[src/rtl/bcd_to_bin_seq.sv]
// Sequential packed-BCD to binary converter (reverse double-dabble).
// Turns fare constants from BCD thumbwheels/keypad into binary for the
// fare accumulator. One result every BIN_W+2 cycles, start/busy/done handshake.
module bcd_to_bin_seq #(
    parameter int DIGITS = 4,
    parameter int BIN_W  = 14
) (
    input  logic                  clk,
    input  logic                  rst_n,
    input  logic                  start,
    input  logic [4*DIGITS-1:0]   bcd_in,
    output logic                  busy,
    output logic                  done,
    output logic                  err,
    output logic [BIN_W-1:0]      bin_out
);

    localparam int BCD_W = 4 * DIGITS;
    localparam int R_W   = BCD_W + BIN_W;
    localparam int CNT_W = (BIN_W > 1) ? $clog2(BIN_W) : 1;
    localparam logic [CNT_W-1:0] CNT_LAST = CNT_W'(BIN_W - 1);

    localparam logic [1:0] S_IDLE  = 2'd0;
    localparam logic [1:0] S_SHIFT = 2'd1;
    localparam logic [1:0] S_DONE  = 2'd2;

    logic [1:0]       state;
    logic [CNT_W-1:0] cnt;
    logic [R_W-1:0]   r_work;   // {bcd part, bin part}
    logic [R_W-1:0]   r_next;   // r_work shifted right and nibble-corrected
    logic             bcd_bad;  // some incoming nibble is not a decimal digit

    // Flag any nibble of the incoming word above 9.
    always_comb begin
        // NOTE: every always_comb output gets a default first so no path leaves it unassigned (no latch).
        bcd_bad = 1'b0;
        for (int i = 0; i < DIGITS; i++) begin
            if (bcd_in[4*i +: 4] > 4'd9) begin
                bcd_bad = 1'b1;
            end
        end
    end

    // One reverse double-dabble step: shift right, then take 3 off every BCD nibble >= 8.
    always_comb begin
        r_next = r_work >> 1;
        for (int i = 0; i < DIGITS; i++) begin
            if (r_next[BIN_W + 4*i +: 4] >= 4'd8) begin
                r_next[BIN_W + 4*i +: 4] = r_next[BIN_W + 4*i +: 4] - 4'd3;
            end
        end
    end

    // Control FSM, iteration counter and result/error registers.
    always_ff @(posedge clk) begin
        // NOTE: sequential state uses non-blocking assignments so every register sees pre-edge values.
        if (!rst_n) begin
            state   <= S_IDLE;
            cnt     <= '0;
            err     <= 1'b0;
            bin_out <= '0;
        end else begin
            case (state)
                S_IDLE: begin
                    if (start) begin
                        err <= 1'b0;
                        cnt <= '0;
                        if (bcd_bad) begin
                            err     <= 1'b1;
                            bin_out <= '0;
                            state   <= S_DONE;
                        end else begin
                            state   <= S_SHIFT;
                        end
                    end
                end
                S_SHIFT: begin
                    cnt <= cnt + 1'b1;
                    if (cnt == CNT_LAST) begin
                        bin_out <= r_next[BIN_W-1:0];
                        state   <= S_DONE;
                    end
                end
                S_DONE: begin
                    state <= S_IDLE;
                end
                default: begin
                    state <= S_IDLE;
                end
            endcase
        end
    end

    // Working shift register: loaded on accept, stepped while shifting.
    always_ff @(posedge clk) begin
        // NOTE: datapath register carries no reset; it is always reloaded on accept before being used.
        if (state == S_IDLE && start) begin
            r_work <= {bcd_in, {BIN_W{1'b0}}};
        end else if (state == S_SHIFT) begin
            r_work <= r_next;
        end
    end

    // Handshake outputs decoded straight from the state register.
    always_comb begin
        busy = (state == S_SHIFT);
        done = (state == S_DONE);
    end

endmodule

[config.mk]
export PLATFORM = sky130hd
export DESIGN_NAME = bcd_to_bin_seq
export DESIGN_NICKNAME = d
export VERILOG_FILES = /design/src/rtl/bcd_to_bin_seq.sv
export SDC_FILE = /design/constraint.sdc
export NUM_CORES = 1
export LEC_CHECK = 0
export ABC_AREA = 1
export BUFFER_PORTS_ARGS = -buffer_cell sky130_fd_sc_hd__buf_4
export CAP_MARGIN = 10
export CORE_ASPECT_RATIO = 1.2
export CORE_UTILIZATION = 52
export CTS_BUF_LIST = sky130_fd_sc_hd__clkbuf_4 sky130_fd_sc_hd__clkbuf_8
export DETAILED_ROUTE_END_ITERATION = 8
export MAX_ROUTING_LAYER = met4
export PLACE_DENSITY = 0.76
export SLEW_MARGIN = 20
export SYNTH_ARGS = -nofsm -noshare
export SYNTH_HDL_FRONTEND = slang
export SYNTH_SLANG_ARGS = --single-unit
[constraint.sdc]
create_clock -name clk -period 1.46 [get_ports clk]
set_clock_uncertainty 0.1 [all_clocks]
set_input_delay 0.292 -clock clk [delete_from_list [all_inputs] [get_ports clk]]
set_output_delay 0.292 -clock clk [all_outputs]
set_load 0.1 [all_outputs]
==> results by stage <==
Placement:
- OpenSTA, run right after detailed placement, puts the worst setup slack at -0.0545 ns.
- The number of buffers inserted by port buffering is 35.
- The sum of net half-perimeters after detailed placement is 3360 um.
- Routability-driven placement finished with a final weighted congestion of 0.895.

Drt:
- The pre-antenna-repair detailed-routing pass consisted of 4 iterations.
- The remaining antenna violation count is 0.
- Summing over every cut layer, the via total after detailed routing is 2003.
- The number of remaining DRC errors is 0.
- In the final routed layout, each cell accounts on average for 13.7 um.
- The starting DRC count in detailed routing is 92.
- The number of vias per cell is 5.31.
- The final layout contains routed wiring with a total length of 5180 um.

Timing:
- The fmax is 669 MHz.
- Counting I/O delays and the setup requirement, the final critical path takes 1.50 ns.
- In the finished design, the share of the clock period the worst path needs comes to 102%.
- The number of max-slew violations in the final report was 0.
- The slew at the pin closest to its max-slew limit is 0.325 ns.
- The number of hold violations in the final report is 0.
- The setup slack of the critical path after layout is -0.0352 ns.
- Setup violations remaining at the end of the flow were counted as 1.
- Summed over all failing endpoints, the final setup total negative slack is -0.0352 ns.
- The worst pin sits at a relative slew slack of 78.3%.
- Setup repair after global routing could not meet its margin everywhere.

Floorplanning:
- 36 I/O pins were placed.
- The die covers 4620 um2.
- The die outline width is 62.2 um.
- The initial cell density of the core is 55.6%.
- In this run the vertical extent of the chip is 74.3 um.
- The number of rows in the core area is 25.
- The core region is 4070 um2.

Synth:
- The fraction of post-synthesis cell area in the top cell type by area is 30.1%.
- The synthesized netlist net count is 301.
- The library cell occupying the most area in the post-synthesis netlist is sky130_fd_sc_hd__dfxtp_1.
- The post-synthesis cell area is 2260 um2.
- A synthesized cell averages 8.26 um2.
- The number of distinct library cells after synthesis is 24.
- Ranked by total cell area, the synthesized netlist is headed by sky130_fd_sc_hd__dfxtp_1 (30%), sky130_fd_sc_hd__edfxtp_1 (21%), sky130_fd_sc_hd__nand2_1 (12%), sky130_fd_sc_hd__nor2_1 (6.8%), sky130_fd_sc_hd__a21oi_1 (4.9%).
- The register bit total from synthesis is 50.
- The post-synthesis cell count is 274.
- Summing the sequential cell areas from Yosys gives 51.3% of the chip area.
- The number of warning messages in the yosys log is 0.

Outcome:
- The final reports fail on negative setup slack.
- The run finished, with violations left.

Final layout:
- The sequential cell area in the final layout is 1170 um2.
- Leaving out fill and tap cells, the most frequent cells in the layout are sky130_fd_sc_hd__nand2_1 (71), sky130_fd_sc_hd__nor2_1 (40), sky130_fd_sc_hd__buf_4 (40).
- The total area of multi-input combinational cells is 980 um2.
- The area growth from synthesis to layout is 30.6%.
- The most common cell after layout, fill and taps aside is sky130_fd_sc_hd__nand2_1.
- The final layout contains 349 nets.
- The number of inserted diodes is 0.
- The fraction of final layout cells with drive strength greater than 1 is 24.5%.
- The count of fill cells added during filler insertion is 318.

Clock network:
- In this run the number of H-tree levels came out at 2.
- The clock passes through at most 2 buffers.
- The number of buffers created by CTS is 5.
- The clock sink total is 50.
- The root buffer selected by CTS is sky130_fd_sc_hd__clkbuf_8.
- The clock tree from TritonCTS is yes.
- The clock transition at the registers of the reported paths is 0.09 ns.
- The clock latency on the worst-skew pair is 0.30 ns.
- The number of buffers added to fix hold violations after cts is 0.

Global routing:
- The number of global-route vias before repair is 1899.
- Global routing finished with a remaining overflow of 0.
- The total routing resource utilization after global routing is 23.8%.
- Entering global routing, the biggest net connects 25 pins.
- The global-route wire length before repair is 8310 um.
- The initial antenna violation count is 0.

Critical path:
- The worst setup path is captured at an output port.
- The stage delay of the slowest cell on the critical path is 0.37 ns.
- At the worst endpoint, the arrival time is 1.10 ns.
- The number of buffers and inverters on the critical path is 3.
- Walking the worst path, the cells encountered are inv_4 -> buf_6 -> nor2_4 -> buf_12.
- STA classifies the critical path startpoint as a register.
- The cell type of the slowest stage on the worst timing path is sky130_fd_sc_hd__dfxtp_2.
- The cell family contributing the most delay on the critical path is flip-flops.
- Of all nets on the critical path, the largest fanout is 3.
- For the worst setup path, the data required time is 1.07 ns.
- The critical path crosses 4 cells after its start point.
- The worst setup path category is reg2out.
- The depth of the most critical reg-to-reg path is 6.

Pwr:
- The maximum ir drop on the vdd rail is 0.000803 V.
- Power spread over the standard cell area amounts to 1210 nW/um2.
- The cell leakage power is 0.00133 uW.

Min path:
- The worst min-delay path class is in2reg.
- The cell depth of the worst hold path is 3.

Flow run:
- Max-cap violations in this run came to 0.
-- final cells by class --
cell class / count / area share [%]
multi-input cells: 189 / 33.1
clock inverters: 2 / 1.31
clock buffers: 6 / 2.58
well taps: 54 / 2.29
inverters: 24 / 3.39
repair buffers: 52 / 17.7
flip-flops and latches: 50 / 39.5
-- power by group --
| part | switching, uW | internal (uW) |
|---|---|---|
| Combinational | 650 | 318 |
| Sequential | 66.4 | 1550 |
| Clock | 458 | 533 |
-- Yosys cell counts --
library cell / instances
sky130_fd_sc_hd__o21ai_1: 3
sky130_fd_sc_hd__nand3_2: 1
sky130_fd_sc_hd__nand2_2: 2
sky130_fd_sc_hd__ha_1: 8
sky130_fd_sc_hd__or2_2: 1
sky130_fd_sc_hd__nand3_1: 15
sky130_fd_sc_hd__nor2_1: 41
sky130_fd_sc_hd__o211a_1: 1
sky130_fd_sc_hd__a32o_1: 3
sky130_fd_sc_hd__o21ai_0: 12
sky130_fd_sc_hd__nor3_1: 1
sky130_fd_sc_hd__edfxtp_1: 16
sky130_fd_sc_hd__buf_2: 6
sky130_fd_sc_hd__inv_1: 21
sky130_fd_sc_hd__inv_2: 3
sky130_fd_sc_hd__a22o_1: 3
sky130_fd_sc_hd__buf_6: 4
sky130_fd_sc_hd__o21ai_2: 1
sky130_fd_sc_hd__dfxtp_1: 34
sky130_fd_sc_hd__a21oi_1: 22
sky130_fd_sc_hd__nand2_1: 71
sky130_fd_sc_hd__a21oi_4: 1
sky130_fd_sc_hd__o32ai_1: 3
sky130_fd_sc_hd__buf_1: 1
-- metrics by stage --
stage | instances | instance area [um2] | hold slack (ns) | total power (uW) | utilization [%]
6_report | 377 | 2960 | 0.179 | 3570 | 72.7
5_1_grt | 377 | 2960 | 0.183 | 3720 | 72.7
4_1_cts | 373 | 2830 | 0.174 | 3520 | 69.5
3_5_place_dp | 363 | 2660 | 0.339 | 2520 | 65.4
3_3_place_gp | 363 | 2660 | 0.328 | 2510 | 65.4
2_1_floorplan | 274 | 2270 | 0.319 | 2290 | -
-- routing by layer --
| metal | part of all wire, % | global-route usage [%] |
|---|---|---|
| met5 | 0 | - |
| met2 | 52 | 42.7 |
| met1 | 42 | 26.5 |
| met4 | 1.5 | 8.01 |
| met3 | 3.7 | 5.06 |
-- worst min-delay path, delay by kind of cell --
kind,cells,cell delay [ns]
buf+inv,1,0.08
simple gates,1,0.04
compound gates,1,0.06
-- state kept, by name, indices dropped and copies added, names as in the netlist --
register	count
err	1
bin_out	14
r_work	29
state	2
cnt	4
-- final timing paths --
kind	start	endpoint	slack, ns
worst min-delay path	bcd_in[9]	r_work[23]	0.18
worst max-delay path	state[1]	done	-0.04
worst max register to register	state[0]	bin_out[1]	0.02
worst min register to register	r_work[2]	r_work[2]	0.35
-- repair_timing --
action,4_1_cts,5_1_grt
resized for setup,11,13
endpoints found under the hold margin,0,0
cloned,0,3
setup buffers,2,2
endpoints found under the setup margin,3,18
pin swaps,1,4
-- kinds of logic after synthesis --
logic type	count (synthesis)	synth area share, %
flip-flops	50	51.3
AO/OA/AOI/OAI	49	13.4
adder cells (fa/ha/maj)	8	4.42
AND/OR/NAND/NOR	132	23.4
buffers and inverters	35	7.47
Power figures use the tool's default switching activity.
